## src/rtl/alu_share_arbiter.sv

```systemverilog
// Round-robin arbiter sharing one combinational ALU between two requesters.
// Define ALU_SHARE_FIXED_PRIO_EN for fixed priority (requester 0 always wins).
module alu_share_arbiter #(
    parameter int DATA_WIDTH = 32,
    parameter int CTRL_WIDTH = 6
) (
    input  logic                  clock,
    input  logic                  reset,
    input  logic                  req0_valid,
    output logic                  req0_ready,
    input  logic [CTRL_WIDTH-1:0] req0_ctrl,
    input  logic [DATA_WIDTH-1:0] req0_a,
    input  logic [DATA_WIDTH-1:0] req0_b,
    input  logic                  req1_valid,
    output logic                  req1_ready,
    input  logic [CTRL_WIDTH-1:0] req1_ctrl,
    input  logic [DATA_WIDTH-1:0] req1_a,
    input  logic [DATA_WIDTH-1:0] req1_b,
    output logic [CTRL_WIDTH-1:0] alu_control,
    output logic [DATA_WIDTH-1:0] alu_operand_a,
    output logic [DATA_WIDTH-1:0] alu_operand_b,
    input  logic [DATA_WIDTH-1:0] alu_result,
    output logic                  resp_valid,
    input  logic                  resp_ready,
    output logic                  resp_id,
    output logic [DATA_WIDTH-1:0] resp_data,
    output logic                  busy,
    output logic [1:0]            state_dbg
);

    // Handshakes: a transfer happens on the rising edge where valid and ready are
    // both high; valid may drop before ready without effect, payload is sampled
    // only on the transfer edge.
    typedef enum logic [1:0] {
        IDLE = 2'd0,
        EXEC = 2'd1,
        RESP = 2'd2
    } state_t;

    state_t                  state_q, state_d;
    logic                    id_q, id_d;
    logic [CTRL_WIDTH-1:0]   ctrl_q, ctrl_d;
    logic [DATA_WIDTH-1:0]   a_q, a_d;
    logic [DATA_WIDTH-1:0]   b_q, b_d;
    logic                    resp_valid_q, resp_valid_d;
    logic                    resp_id_q, resp_id_d;
    logic [DATA_WIDTH-1:0]   resp_data_q, resp_data_d;
`ifndef ALU_SHARE_FIXED_PRIO_EN
    logic                    last_grant_q, last_grant_d;
`endif

    logic any_valid;
    logic grant_id;

    always_comb begin
        any_valid = req0_valid | req1_valid;
`ifdef ALU_SHARE_FIXED_PRIO_EN
        grant_id  = ~req0_valid;
`else
        // Contention goes to whoever did not win last; a lone requester always wins.
        if (req0_valid && req1_valid) begin
            grant_id = ~last_grant_q;
        end else begin
            grant_id = ~req0_valid;
        end
`endif
    end

    assign req0_ready = (state_q == IDLE) && req0_valid && !grant_id;
    assign req1_ready = (state_q == IDLE) && req1_valid &&  grant_id;

    always_comb begin
        state_d      = state_q;
        id_d         = id_q;
        ctrl_d       = ctrl_q;
        a_d          = a_q;
        b_d          = b_q;
        resp_valid_d = resp_valid_q;
        resp_id_d    = resp_id_q;
        resp_data_d  = resp_data_q;
`ifndef ALU_SHARE_FIXED_PRIO_EN
        last_grant_d = last_grant_q;
`endif
        case (state_q)
            IDLE: begin
                if (any_valid) begin
                    ctrl_d  = grant_id ? req1_ctrl : req0_ctrl;
                    a_d     = grant_id ? req1_a    : req0_a;
                    b_d     = grant_id ? req1_b    : req0_b;
                    id_d    = grant_id;
`ifndef ALU_SHARE_FIXED_PRIO_EN
                    last_grant_d = grant_id;
`endif
                    state_d = EXEC;
                end
            end
            EXEC: begin
                resp_data_d  = alu_result;
                resp_id_d    = id_q;
                resp_valid_d = 1'b1;
                state_d      = RESP;
            end
            RESP: begin
                if (resp_ready) begin
                    resp_valid_d = 1'b0;
                    state_d      = IDLE;
                end
            end
            default: state_d = IDLE;
        endcase
    end

    always_ff @(posedge clock or negedge reset) begin
        if (!reset) begin
            state_q      <= IDLE;
            id_q         <= 1'b0;
            ctrl_q       <= '0;
            a_q          <= '0;
            b_q          <= '0;
            resp_valid_q <= 1'b0;
            resp_id_q    <= 1'b0;
            resp_data_q  <= '0;
`ifndef ALU_SHARE_FIXED_PRIO_EN
            last_grant_q <= 1'b1;
`endif
        end else begin
            state_q      <= state_d;
            id_q         <= id_d;
            ctrl_q       <= ctrl_d;
            a_q          <= a_d;
            b_q          <= b_d;
            resp_valid_q <= resp_valid_d;
            resp_id_q    <= resp_id_d;
            resp_data_q  <= resp_data_d;
`ifndef ALU_SHARE_FIXED_PRIO_EN
            last_grant_q <= last_grant_d;
`endif
        end
    end

    assign alu_control   = ctrl_q;
    assign alu_operand_a = a_q;
    assign alu_operand_b = b_q;
    assign resp_valid    = resp_valid_q;
    assign resp_id       = resp_id_q;
    assign resp_data     = resp_data_q;
    assign busy          = (state_q != IDLE);
    assign state_dbg     = state_q;

endmodule

```

## config.mk

```make
export PLATFORM = sky130hd
export DESIGN_NAME = alu_share_arbiter
export DESIGN_NICKNAME = d
export VERILOG_FILES = /design/src/rtl/alu_share_arbiter.sv
export SDC_FILE = /design/constraint.sdc
export NUM_CORES = 1
export LEC_CHECK = 0
export CAP_MARGIN = 40
export CORE_ASPECT_RATIO = 0.5
export CORE_MARGIN = 2
export CORE_UTILIZATION = 42
export CTS_CLUSTER_DIAMETER = 50
export CTS_CLUSTER_SIZE = 28
export DETAILED_ROUTE_END_ITERATION = 8
export GPL_TIMING_DRIVEN = 0
export HOLD_SLACK_MARGIN = 0.06
export PLACE_DENSITY_LB_ADDON = 0.1
export SYNTH_ARGS = -nofsm -noshare
export SYNTH_HDL_FRONTEND = slang
export SYNTH_SLANG_ARGS = --single-unit
export TNS_END_PERCENT = 30
```

## constraint.sdc

```tcl
create_clock -name clock -period 2.1 [get_ports clock]
set_input_delay 0.42 -clock clock [delete_from_list [all_inputs] [get_ports clock]]
set_output_delay 0.42 -clock clock [all_outputs]
set_load 0.005 [all_outputs]
```

# --- Yosys cells after proc, flatten, opt, wreduce, memory -nomap -nowiden ---
# Index checks and enable logic that the tools add are counted.
word_totals:
  in_bits: 177
  ff_bits: 108
  word_cells: 37
op_classes:
  n_bitwise: 3
  reduce_logical: 12
  muxes: 9
  eq_ne: 4
ops:
  columns: ["cell", "n"]
  rows:
  - ["32-bit 2-to-1 mux", 2]
  - ["6-bit 2-to-1 mux", 1]
  - ["2-bit one-hot mux with 3 select lines", 1]
  - ["2-bit AND reduction", 3]
  - ["1-bit logical AND", 5]
  - ["2-bit 2-to-1 mux", 2]
  - ["2-bit inequality test (second input constant)", 2]
  - ["2-bit nonzero test", 2]
  - ["2-bit by 1-bit == test with 1-bit output (second input constant)", 1]
  - ["2-bit == test (second input constant)", 1]
  - ["2-bit logical NOT", 1]
  - ["1-bit 2-to-1 mux", 2]
  - ["1-bit NOT", 2]
  - ["1-bit one-hot mux with 2 select lines", 1]
  - ["1-bit logical NOT", 1]
  - ["1-bit bitwise OR", 1]

# --- Depth between registers and ports, before layout ---
# Gate-level depths: netlist (run 1).
depth:
  ltp_word: 4
  ltp_mapped: 6
  depth_no_buf: 3

# --- Least setup slack after synthesis (run 1) ---
# No wires, ideal clock.
synth_path:
  path_kind: "register to output"
  start: "register state_q[0] (netlist: state_dbg[0])"
  end: "output req0_ready"
  t_arrival_ps: 1120
  slack_ps: 560
  path_stages_with_launch: 6
  t_required_ps: 1680
  path_cell_list: "dfrtp_1 > nor2_2 > buf_4 > buf_2 > inv_1 > nor2_1"
synth_via:
  elab_chain_cells: 3
synth_lines:
  columns: ["item", "line", "rtl"]
  rows:
  - ["from (decl)", "40", "state_t state_q, state_d;"]
  - ["from (signal assigned)", "127", "state_q <= state_d;"]
  - ["2-bit logical NOT", "69", "assign req0_ready = (state_q == IDLE) && req0_valid && !grant_id;"]
  - ["1-bit logical AND (2 in a row)", "69", null]
  - ["to (decl)", "10", "output logic req0_ready,"]
# Every way passes these cells.

# --- Final worst setup path (run 1) ---
layout_path:
  start: "register last_grant_q"
  end: "output req1_ready"
layout_via:
  elab_chain_cells: 3
layout_lines:
  columns: ["item", "line", "rtl"]
  rows:
  - ["from (decl)", "49", "logic last_grant_q, last_grant_d;"]
  - ["from (signal assigned)", "136", "last_grant_q <= last_grant_d;"]
  - ["1-bit NOT", "62", "grant_id = ~last_grant_q;"]
  - ["1-bit 2-to-1 mux", "61", "if (req0_valid && req1_valid) begin"]
  - ["1-bit logical AND", "70", "assign req1_ready = (state_q == IDLE) && req1_valid && grant_id;"]
  - ["to (decl)", "15", "output logic req1_ready,"]
# Every way passes these cells.

==> run_results.csv, run 1 <==
group,metric,value,unit
run_status,status,"finished clean",
worst_setup_path,worstPathRequired,1.68,ns
finish,final_cell_mix,"281 x clkdlybuf4s50_1, 105 x dfrtp_1, 73 x a21oi_1, 70 x o21ai_0, 70 x nand3_1",
drt,vias_per_cell,5.25,
worst_setup_path,start_kind,"flop",
worst_setup_path,cp.arrival,1.61,ns
die,rows,31,
clocking,cts.sinks,108,
finish,final_net_count,983,
worst_setup_path,reg2reg_slack,0.28,ns
power_and_ir_drop,power,0.0129,W
hold_path,hp-class,"flop to flop",
drt,drt-total-wl,18200,µm
clocking,path_clk_slew,0.08,ns
global_route,grt-ovfl-total,0,
timing,worst_slew_pin_slew,0.539,ns
synth,synth.avg_cell_area,12.2,µm²
timing,rsz0062_at_grt,"false",
die,boundaryPins,286,
global_route,antenna_found_initial,0,
drt,drt-wirelength-per-cell,18.1,µm
drt,drt_first_iter_violations,240,
worst_setup_path,critPathMaxStageDelay,0.53,ns
drt,drt_first_pass_iters,4,
timing,finalClockSkew,0.0111,ns
drt,vias,5300,
clocking,clk_latency,0.35,ns
finish,seqCellArea,0.00271,mm²
synth,dominantRegCellSynth,"dfrtp_1",
synth,synth.distinct_cells,27,
worst_setup_path,rr_endpoint,"alu_operand_b[3]",
global_route,grt_pass1_wl,28100,µm
die,die-area,0.0155,mm²
finish,drive_above_1_share,14.9,%
timing,final-max-slew-violation-count,0,
clocking,cts_tree,"built",
clocking,cts_buffer_depth,2,
global_route,grt_max_degree,43,
synth,synth.yosys.seq_area_share,44.4,%
synth,synthMuxAreaShare,6.11,%
place,gp_routability_congestion,0.807,
synth,synth_top_family_by_area,"compound AO/OA/AOI/OAI gates",
synth,synth_xor_xnor_area_share,0,%
worst_setup_path,cp-startpoint,"last_grant_q",
die,start_util,42.5,%
synth,syn_inst,500,
timing,max_clock_freq,492,MHz
synth,ys_warn_count,0,
finish,multi_input_area,0.00301,mm²
place,dpl-instance-area,0.00922,mm²
synth,synth_compound_area_share,36.2,%
worst_setup_path,criticalPathCategory,"flop to output pin",
timing,hold_viol,0,
clocking,clock-root-buffer,"clkbuf_16",
global_route,first_global_vias,5398,
synth,synth_edf_count,0,
finish,final_common_cell,"clkdlybuf4s50_1",
hold_path,hold_start,"resp_data[8]",
timing,setup_viol,0,
worst_setup_path,path_cells,"nand2b_1, buf_6, nand2_1, and3_1, dlygate4sd2_1",
clocking,cts_buffers,9,
synth,synth_area,0.00609,mm²
timing,finalHoldWorstSlack,0.484,ns
worst_setup_path,path_max_fanout,3,
power_and_ir_drop,p_per_area,1340,mW/mm²
worst_setup_path,worstReg2RegStart,"last_grant_q",
synth,synth-adder-area-share,0,%
worst_setup_path,cp_slowest_cell,"dfstp_2",
synth,mappedNetlistNets,677,
synth,async_reset_ff_share,100,%
die,die_h,89.1,µm
die,core_area,0.0143,mm²
worst_setup_path,r2r_cells,6,
finish,stdcell_area,0.00961,mm²
synth,synthSimpleGateAreaFrac,7.01,%
place,dp_hpwl,13700,µm
drt,antenna_left,0,
hold_path,holdPathEnd,"resp_data[8]",
finish,antenna_cells,0,
worst_setup_path,end_kind,"output pin",
timing,min_period_over_period,96.8,%
timing,slew_headroom,64.1,%
finish,fillers,1138,
finish,syn2layout_area_growth,57.8,%
finish,finish.utilization,67.1,%
power_and_ir_drop,vdd.ir_drop.worst,0.000543,V
drt,post-route-drc-count,0,
power_and_ir_drop,p_leak,3.43,nW
hold_path,hold_path_depth,1,
timing,min_period,2.03,ns
synth,ys_ff_latch,108,
place,io_buffers,285,
clocking,cts.htree.levels,3,
global_route,track_usage,23.1,%
die,fp.dieW,174,µm
run,cap_violations,0,
## Yosys cell counts (all sizes together) (2+ instances only)
| cell type | number | area, µm² |
|---|---|---|
| nand2 | 3 | 11.3 |
| clkbuf | 42 | 158 |
| o21ai | 70 | 350 |
| inv | 3 | 11.3 |
| a31oi | 71 | 1480 |
| dfrtp | 107 | 2680 |
| buf | 16 | 209 |
| nor2 | 2 | 10.0 |
| or2 | 2 | 12.5 |
| nand3 | 70 | 350 |
| mux2 | 33 | 372 |
| a21oi | 73 | 365 |
## worst max-delay path by stage
stage | slack [ns] | endpoint | depth (start not counted)
3_5_place_dp | -0.49 | req1_ready | 5
2_1_floorplan | 0.56 | req0_ready | 5
6_report | 0.07 | req1_ready | 5
4_1_cts | 0.07 | req1_ready | 5
5_1_grt | 0.0009 | req1_ready | 5
3_3_place_gp | -3.74 | resp_data[3] | 1
## worst max-delay path, delay by kind of cell (launching register included)
family | cells | cell delay [ns]
buffers and inverters | 2 | 0.35
DFF | 1 | 0.53
and+or+nand+nor | 3 | 0.39
## report_power, final
part,switching [W],internal (W)
Combinational,0.00326,0.00421
Clock,0.000814,0.000830
Sequential,0.000580,0.00316
Total,0.00466,0.00821
## stage by stage
step	cells	worst slack (ns)	setup TNS (ns)
global placement	983	-3.74	-411.53
CTS	1009	0.0733	0
detailed placement	985	-0.488	-11.75
finish	1009	0.0674	0
floorplan	500	0.560	0
global route	1009	0.000866	0
## state kept, by name (all words and copies together), names as in the netlist
signal	flops
alu_operand_a	32
alu_operand_b	32
resp_data	32
alu_control	6
state_dbg	2
id_q	1
last_grant_q	1
resp_id	1
resp_valid	1
## logic make-up (layout without fill, tap and decap cells)
| family | after synthesis | after routing |
|---|---|---|
| AO/OA/AOI/OAI | 215 | 215 |
| flip-flops | 108 | 108 |
| AND/OR/NAND/NOR | 83 | 83 |
| multiplexers | 33 | 33 |
| buffers and inverters | 61 | 372 |
## layer usage
metal | up-vias | track usage [%] | part of all wire [%]
met5 | - | 0 | 0
met4 | 0 | 6.11 | 2.0
met3 | 31 | 6.59 | 6.9
met2 | 198 | 41.1 | 50
met1 | 2598 | 28.3 | 41
li1 | 2473 | - | -
## what timing repair did
action / in CTS / in global routing
hold buffers: 1 / 0
gates resized for setup: 14 / 0
endpoints found under the hold margin: 31 / 0
buffers inserted: 8 / 0
endpoints found under the setup margin: 3 / 0
## cell type report
class	count	area share, %
Clock buffer	10	2.38
Sequential cell	108	28.2
Inverter	3	0.117
Timing Repair Buffer	296	30.8
Multi-Input combinational cell	331	31.3
Tap cell	198	2.58
Buffer	57	4.06
Clock inverter	6	0.573
No activity file was read; power rests on OpenSTA's default activity.
==> run 2: changes to the inputs <==
--- a/config.mk
+++ b/config.mk
@@ -14,6 +14,7 @@
 export DETAILED_ROUTE_END_ITERATION = 8
 export GPL_TIMING_DRIVEN = 0
 export HOLD_SLACK_MARGIN = 0.06
+export MAX_ROUTING_LAYER = met4
 export PLACE_DENSITY_LB_ADDON = 0.1
 export SYNTH_ARGS = -nofsm -noshare
 export SYNTH_HDL_FRONTEND = slang
==> run_results.csv, run 2 (synthesized netlist as in run 1, its figures left out) <==
group,metric,value,unit
run_status,status,"finished clean",
finish,stdcell_area,0.00961,mm²
worst_setup_path,r2r_cells,6,
global_route,track_usage,23.9,%
worst_setup_path,criticalPathCategory,"flop to output pin",
finish,final_net_count,983,
global_route,grt-ovfl-total,0,
timing,min_period_over_period,96.9,%
global_route,grt_pass1_wl,28100,µm
place,post-place-ws,-0.488,ns
clocking,cts.sinks,108,
place,io_buffers,285,
worst_setup_path,critPathMaxStageDelay,0.53,ns
global_route,antenna_found_initial,0,
worst_setup_path,worstReg2RegStart,"last_grant_q",
worst_setup_path,path_max_fanout,3,
die,core_area,0.0143,mm²
drt,drt-total-wl,18300,µm
drt,drt-wirelength-per-cell,18.1,µm
worst_setup_path,cp_slowest_cell,"dfstp_2",
die,boundaryPins,286,
clocking,cts_tree,"built",
worst_setup_path,path_delay_family,"flip-flops",
hold_path,hp-class,"flop to flop",
die,fp.dieW,174,µm
power_and_ir_drop,p_per_area,1340,mW/mm²
finish,final_common_cell,"clkdlybuf4s50_1",
drt,vias,5317,
worst_setup_path,crit_cells,5,
power_and_ir_drop,vdd.ir_drop.worst,0.000542,V
timing,worst_slew_pin_slew,0.525,ns
clocking,clk_latency,0.35,ns
worst_setup_path,crit_buf_inv,2,
worst_setup_path,start_kind,"flop",
die,die-area,0.0155,mm²
clocking,cts_buffer_depth,2,
die,rows,31,
place,dp_hpwl,13700,µm
clocking,cts.htree.levels,3,
power_and_ir_drop,p_leak,3.43,nW
power_and_ir_drop,power,0.0129,W
finish,final_cell_mix,"281 x clkdlybuf4s50_1, 105 x dfrtp_1, 73 x a21oi_1, 70 x o21ai_0, 70 x nand3_1",
worst_setup_path,cp.arrival,1.61,ns
worst_setup_path,rr_endpoint,"alu_operand_a[18]",
worst_setup_path,crit_end,"req1_ready",
timing,hold_viol,0,
die,die_h,89.1,µm
drt,drt_first_pass_iters,4,
global_route,first_global_vias,5400,
drt,antenna_left,0,
timing,min_period,2.03,ns
hold_path,hold_start,"resp_data[8]",
timing,slew_headroom,65.0,%
worst_setup_path,end_kind,"output pin",
timing,final-max-slew-violation-count,0,
finish,drive_above_1_share,14.9,%
worst_setup_path,path_cells,"nand2b_1, buf_6, nand2_1, and3_1, dlygate4sd2_1",
worst_setup_path,cp-startpoint,"last_grant_q",
die,start_util,42.5,%
drt,drt_first_iter_violations,212,
timing,setup_viol,0,
run,cap_violations,0,
finish,antenna_cells,0,
clocking,cts_buffers,9,
worst_setup_path,worstPathRequired,1.68,ns
finish,syn2layout_area_growth,57.8,%
timing,fin_ws,0.0654,ns
timing,finalClockSkew,0.0102,ns
drt,post-route-drc-count,0,
clocking,path_clk_slew,0.08,ns
place,post-place-cells,985,
timing,rsz0062_at_grt,"false",
global_route,grt_max_degree,43,
worst_setup_path,reg2reg_slack,0.28,ns
clocking,clock-root-buffer,"clkbuf_16",
drt,vias_per_cell,5.27,
finish,fin_cells,1009,
place,gp_routability_congestion,0.819,
timing,max_clock_freq,492,MHz
place,dpl-instance-area,0.00922,mm²
[run 2: cell counts in the layout (fill, tap and decap cells not counted)]
Identical to the previous run, type by type.
[run 2: how the worst min path moves through the flow]
stage / end / slack, ns / cells after the start
6_report: resp_data[8] / 0.48 / 1
4_1_cts: resp_data[8] / 0.49 / 1
5_1_grt: resp_data[12] / 0.51 / 1
3_5_place_dp: alu_operand_b[30] / 0.39 / 1
3_3_place_gp: resp_data[5] / 0.47 / 1
2_1_floorplan: alu_control[0] / 0.12 / 0
[run 2: cell type report]
class,instances,area (µm²)
Buffer,57,390
Clock buffer,10,229
Clock inverter,6,55.1
Fill cell,1138,4710
Inverter,3,11.3
Multi-Input combinational cell,331,3010
Sequential cell,108,2710
Tap cell,198,248
Timing Repair Buffer,296,2960
[run 2: where the power goes]
| group | switching [W] | total, W | internal (W) |
|---|---|---|---|
| Combinational | 0.00326 | 0.00748 | 0.00421 |
| Sequential | 0.000578 | 0.00374 | 0.00316 |
| Clock | 0.000818 | 0.00165 | 0.000830 |
[run 2: stage by stage]
| step | setup TNS, ns | utilization (%) | hold WS [ns] |
|---|---|---|---|
| 3_5_place_dp | -11.75 | 64.4 | 0.390 |
| 4_1_cts | 0 | 67.1 | 0.492 |
| 2_1_floorplan | 0 | - | 0.124 |
| 3_3_place_gp | -411.53 | 64.2 | 0.466 |
| 6_report | 0 | 67.1 | 0.484 |
| 5_1_grt | 0 | 67.1 | 0.506 |
[run 2: per-layer routing]
| layer | share of wire [%] | GRT usage, % |
|---|---|---|
| met1 | 41 | 28.7 |
| met5 | 0 | - |
| met3 | 6.1 | 5.65 |
| met2 | 50 | 41.2 |
| met4 | 2.1 | 6.34 |
[run 2: timing repair]
action	in CTS	in global routing
hold buffers	1	0
endpoints found under the hold margin	31	0
gates resized for setup	14	0
setup buffers	8	0
endpoints found under the setup margin	3	0
[run 2: worst register-to-register path, delay by kind of cell, from the launching register on]
family	cells	cell delay (ns)
buffers and inverters	3	0.67
and+or+nand+nor	2	0.33
DFF	1	0.53
AOI/OAI and AO/OA	1	0.22
==> run 3: changes to the inputs <==
--- a/config.mk
+++ b/config.mk
@@ -9,7 +9,6 @@
 export CORE_ASPECT_RATIO = 0.5
 export CORE_MARGIN = 2
 export CORE_UTILIZATION = 42
-export CTS_CLUSTER_DIAMETER = 50
 export CTS_CLUSTER_SIZE = 28
 export DETAILED_ROUTE_END_ITERATION = 8
 export GPL_TIMING_DRIVEN = 0
@@ -19,4 +18,3 @@
 export SYNTH_ARGS = -nofsm -noshare
 export SYNTH_HDL_FRONTEND = slang
 export SYNTH_SLANG_ARGS = --single-unit
-export TNS_END_PERCENT = 30
==> results of run 3 <==
Final layout, timing and power as in run 2 (identical DEF).
==> variant 1: new RTL, config.mk and constraints of run 3 <==
Make the reset (`reset`) synchronous in one clocked block.
--- a/src/rtl/alu_share_arbiter.sv
+++ b/src/rtl/alu_share_arbiter.sv
@@ -111,5 +111,5 @@
     end
 
-    always_ff @(posedge clock or negedge reset) begin
+    always_ff @(posedge clock) begin
         if (!reset) begin
             state_q      <= IDLE;
Behaviour: differs if reset is asserted again (counterexample within 4 cycles, from zero or initial values and one cycle with reset low); with reset held inactive, the same outputs for 4 cycles.
==> variant 1 against run 3 <==
Routed wire length grew 0.16%. Clock skew is 0.0029 ns lower. Area after synthesis is 14% lower. Setup slack better by 0.020 ns. Final cell count rose by 3.6%. Sequential cell count did not move. Critical path depth decreased by 1. Sequential share of layout area fell by 3.1 points. Cell area decreased by 10%. Global-route usage up 2.8 points. Count of clock-buffer cells in the layout is 1 lower. Critical path type unchanged. Largest cell class unchanged. Highest routed layer unchanged.
Power is not compared: it rests on default switching activity, and its combinational part moved more than twofold at a synthesized area within 25%.
==> variant 1: results (changes against run 3) <==
| Metric | Value |
|---|---|
| DR pass1 iterations | `5 (was 4)` |
| Netlist cell types | `23 (was 27)` |
| Nets@finish | `1053 (was 983)` |
| Status | `complete, no violations (unchanged)` |
| Ys async rst share | `0 (was 1.00)` |
| Post-Syn Area per Cell | `8.96 um^2 (was 12.2 um^2)` |
| Ratio of cells with drive above 1 in the final layout | `0.0523 (was 0.149)` |
| Most frequent cell after synthesis | `dfxtp_1 (was dfrtp_1)` |
| Commonest cells in the netlist | `dfxtp_1, and3_1, a21boi_0, o21bai_1, o311a_1 (was dfrtp_1, a21oi_1, nand3_1, o21ai_0, a31oi_4)` |
| Layout fillers | `951 (was 1138)` |
| Hold Path Stages | `2 (was 1)` |
| Hold Startpoint | `resp_data[21] (was resp_data[8])` |
| Wirelength, routed | `18.3 mm (about the same)` |
| Largest cells by area after synthesis | `dfxtp_1, o311a_1, a21boi_0 (was dfrtp_1, a31oi_4, a21oi_1)` |
| Syn_nets | `758 (was 677)` |
| First-pass GRT wire length | `27.6 mm (was 28.1 mm)` |
| Max-slew headroom | `0.631 (was 0.650)` |
| DR iter-0 viols | `300 (was 212)` |
| IO Port Bufs | `283 (was 285)` |
| Worst reg2reg endpoint | `alu_operand_a[14] (was alu_operand_a[18])` |
| Cell family with most CP delay | `buffers and inverters (was flip-flops)` |
| Mux contribution to synthesized area | `0 (was 0.0611)` |
| Vias in the first global route | `5523 (was 5400)` |
| Seq/Total Area, Yosys | `0.415 (was 0.444)` |
| Critical path's slowest cell | `clkdlybuf4s50_1 (was dfstp_2)` |
variant 1: cell count changes in the layout (fill, tap and decap cells not counted), sizes merged, moves of 70 or more:
| cell | run 3 | this run |
|---|---|---|
| dfrtp | 107 | 0 |
| nand3 | 70 | 0 |
| o311a | 0 | 70 |
| dfxtp | 0 | 108 |
| a31oi | 71 | 0 |
| a21boi | 0 | 70 |
| o21bai | 0 | 70 |
| and3 | 1 | 71 |
variant 1: per-stage QoR:
stage / setup WS [ns] / area (um^2) / hold WS (ns)
after CTS: -0.0431 / 8590 / 0.457
after floorplan: 0.671 / 5200 / 0.431
after global routing: 0.00269 / 8620 / 0.474
after detailed placement: -0.579 / 8240 / 0.447
after global placement: -0.590 / 8240 / 0.441
final: 0.0852 / 8620 / 0.456
variant 1: worst min-delay path: stages (launching register included):
cell and delay, ns:
dfxtp_1 0.31, nand2_1 0.05, a21oi_1 0.05
variant 1: report_power, final:
group	leakage [nW]	internal (mW)	switching, mW	total (mW)
sequential	0.893	2.27	0.116	2.38
combinational	2.50	1.05	0.688	1.74
clock	0.156	1.05	0.795	1.85
variant 1: area by class of cell:
type / instances / area, um^2 / area share
Sequential cell: 108 / 2170 / 0.251
Multi-Input combinational cell: 400 / 2740 / 0.317
Tap cell: 165 / 206 / 0.0239
Buffer: 69 / 309 / 0.0358
Clock buffer: 9 / 225 / 0.0261
Clock inverter: 6 / 95.1 / 0.0110
Inverter: 2 / 12.5 / 0.00145
Timing Repair Buffer: 286 / 2870 / 0.333
variant 1: worst max-delay path by stage:
stage                 startpoint    endpoint  slack (ns)  cells after the start
finish              state_dbg[1]        busy        0.09                      4
global placement      req1_valid  req0_ready       -0.59                      6
CTS                   req1_valid  req0_ready       -0.04                      5
floorplan             req0_valid  req0_ready        0.67                      3
detailed placement    req1_valid  req0_ready       -0.58                      6
global route        state_dbg[1]        busy       0.003                      4
variant 1: layer usage:
layer  vias up  wire, um  GRT usage
li1       2755         -          -
met1      2707      7650      0.318
met2       231      8930      0.462
met3        26      1370     0.0674
met4         0       326     0.0652
met5         -         0          -
variant 1: cell families after synthesis:
family | count (synthesis)
DFF | 108
AOI/OAI and AO/OA | 249
buffers and inverters | 73
and+or+nand+nor | 151
variant 1: timing repair:
| item | 4_1_cts | 5_1_grt |
|---|---|---|
| pin swaps | 1 | 1 |
| endpoints found under the setup margin | 3 | 2 |
| gates resized for setup | 9 | 4 |
| setup buffers | 2 | 1 |
==> variant 2: new RTL, settings of run 3 <==
Made on the original files. Add a define of `ALU_SHARE_FIXED_PRIO_EN`.
--- a/src/rtl/alu_share_arbiter.sv
+++ b/src/rtl/alu_share_arbiter.sv
@@ -1,4 +1,6 @@
 // Round-robin arbiter sharing one combinational ALU between two requesters.
 // Define ALU_SHARE_FIXED_PRIO_EN for fixed priority (requester 0 always wins).
+`define ALU_SHARE_FIXED_PRIO_EN
+
 module alu_share_arbiter #(
     parameter int DATA_WIDTH = 32,
Function: changed (a bounded check fails within 4 cycles, from zero or initial values and one cycle with reset low).
==> variant 2 against run 3 <==
Cell area is 11% lower. Sequential power barely moved. Maximum frequency grew 2.5%. Routed wire length decreased by 28%. Area after synthesis is 15% lower. Power shrank 14%. Critical path type unchanged. Setup slack better by 0.050 ns. Clock power fell by 7%. Critical path depth is 1 lower. Sequential cell count decreased by 1.
==> variant 2: results (changes against run 3) <==
| Metric | Value |
|---|---|
| Status | `complete, no violations (unchanged)` |
| Seq/Total Area, Yosys | `0.516 (was 0.444)` |
| DP HPWL | `10.4 mm (was 13.7 mm)` |
| IO Port Bufs | `284 (was 285)` |
| Largest net degree at the start of global routing | `47 (was 43)` |
| Peak VDD IR | `667 uV (was 542 uV)` |
| Clock root buffer | `clkbuf_16 (unchanged)` |
| Ratio of cells with drive above 1 in the final layout | `0.348 (was 0.149)` |
| P_leak | `3.65 nW (was 3.43 nW)` |
| Wirelength, routed | `13.2 mm (was 18.3 mm)` |
| Via density | `4.67 (was 5.27)` |
| Commonest cells in the netlist | `dfrtp_1, mux2_2, mux2_4, buf_2, buf_12 (was dfrtp_1, a21oi_1, nand3_1, o21ai_0, a31oi_4)` |
| Netlist cell types | `17 (was 27)` |
| Layout fillers | `876 (was 1138)` |
| Yosys warns | `0 (unchanged)` |
| Vias in the first global route | `3927 (was 5400)` |
| N_diodes | `0 (unchanged)` |
| Clk_skew | `0.00823 ns (was 0.0102 ns)` |
| DR iter-0 viols | `106 (was 212)` |
| Max_cap viols | `0 (unchanged)` |
| Inserted Clock Buffers | `9 (unchanged)` |
| DR pass1 iterations | `4 (unchanged)` |
| Max FO, Critical Path | `6 (was 3)` |
| Switch share | `0.272 (was 0.362)` |
| Placed cell area | `8280 um^2 (was 9220 um^2)` |
| Placer Congestion | `0.756 (was 0.819)` |
| Syn_nets | `492 (was 677)` |
| First-pass GRT wire length | `19.8 mm (was 28.1 mm)` |
| Initial antenna violation count | `0 (unchanged)` |
| Max-slew headroom | `0.784 (was 0.650)` |
| Nets@finish | `791 (was 983)` |
| Largest cells by area after synthesis | `dfrtp_1, mux2_2, mux2_4 (was dfrtp_1, a31oi_4, a21oi_1)` |
| Htree depth | `3 (unchanged)` |
| Worst skew pair latency | `~0.34 ns` |
| Longest Clk Path Bufs | `2 (unchanged)` |
| Worst EP arrival | `1.56 ns (was 1.61 ns)` |
| Tot GR Track Use | `0.201 (was 0.239)` |
| Worst Hold Class | `input port to asynchronous set/reset pin (was flop to flop)` |
## variant 2: changes by cell type in the layout (fill, tap and decap cells not counted), sizes merged, moves of 2 or more
cell and delta:
nand3 -70, mux2 +140, o21ai -70, dlygate4sd2 -3
inv -2, a31oi -71, a21oi -70, dlymetal6s2s +2
buf -2, clkbuf -42
## variant 2: cell families after synthesis
group                  synth area share
flip-flops                        0.516
buffers and inverters            0.0449
AND/OR/NAND/NOR                 0.00917
AO/OA/AOI/OAI                   0.00434
multiplexers                      0.425
## variant 2: critical path: stages (launching register included)
cell	delay (ns)
dfrtp_2	0.45
nor2_4	0.16
buf_4	0.13
inv_1	0.03
clkdlybuf4s50_1	0.45
## variant 2: stage by stage
stage           util  worst slack, ns  std cells
2_1_floorplan      -            0.625        315
3_3_place_gp   0.689            -3.57        764
3_5_place_dp   0.693           0.0680        766
4_1_cts        0.717           0.0126        782
5_1_grt        0.718           0.0338        783
6_report       0.718            0.115        783
## variant 2: layer usage
layer,vias to the layer above,global-route usage,share of wire
met2,137,0.368,0.52
met3,15,0.0579,0.060
met1,1787,0.224,0.40
li1,1718,-,-
met5,-,-,0
met4,0,0.0473,0.014
## variant 2: area by class of cell
class | instances | share of cell area
multi-input cells | 186 | 0.266
clock inverters | 5 | 0.00438
clock buffers | 10 | 0.0267
plain buffers | 20 | 0.0263
repair buffers | 288 | 0.339
flip-flops and latches | 107 | 0.312
well taps | 165 | 0.0241
inverters | 2 | 0.000875
## variant 2: power by group through the flow
stage / combinational (mW) / sequential, mW / clock, mW
2_1_floorplan: 2.78 / 3.80 / 0
3_3_place_gp: 5.81 / 3.70 / 0
3_5_place_dp: 5.90 / 3.74 / 0
4_1_cts: 5.92 / 3.74 / 1.59
5_1_grt: 6.20 / 3.87 / 1.69
6_report: 5.83 / 3.74 / 1.54
## variant 2: repair_timing
item / CTS / global route
gates cloned: 0 / 0
setup buffers: 0 / 1
setup endpoints to repair: 2 / 2
pin swaps: 0 / 1
resized for setup: 2 / 3
endpoints found under the hold margin: 23 / 0
hold buffers: 1 / 0
## variant 2: path summary, 6_finish.rpt
kind | start | to | slack [ns] | cells after the start
min in group clock | id_q | id_q | 0.51 | 2
max reg2reg | state_dbg[1] | alu_operand_b[10] | 0.54 | 5
min reg2reg | id_q | id_q | 0.51 | 2
min | reset | alu_operand_a[23] | 0.51 | 2
max in group asynchronous | reset | state_dbg[1] | 0.78 | 4
max | state_dbg[1] | busy | 0.12 | 4
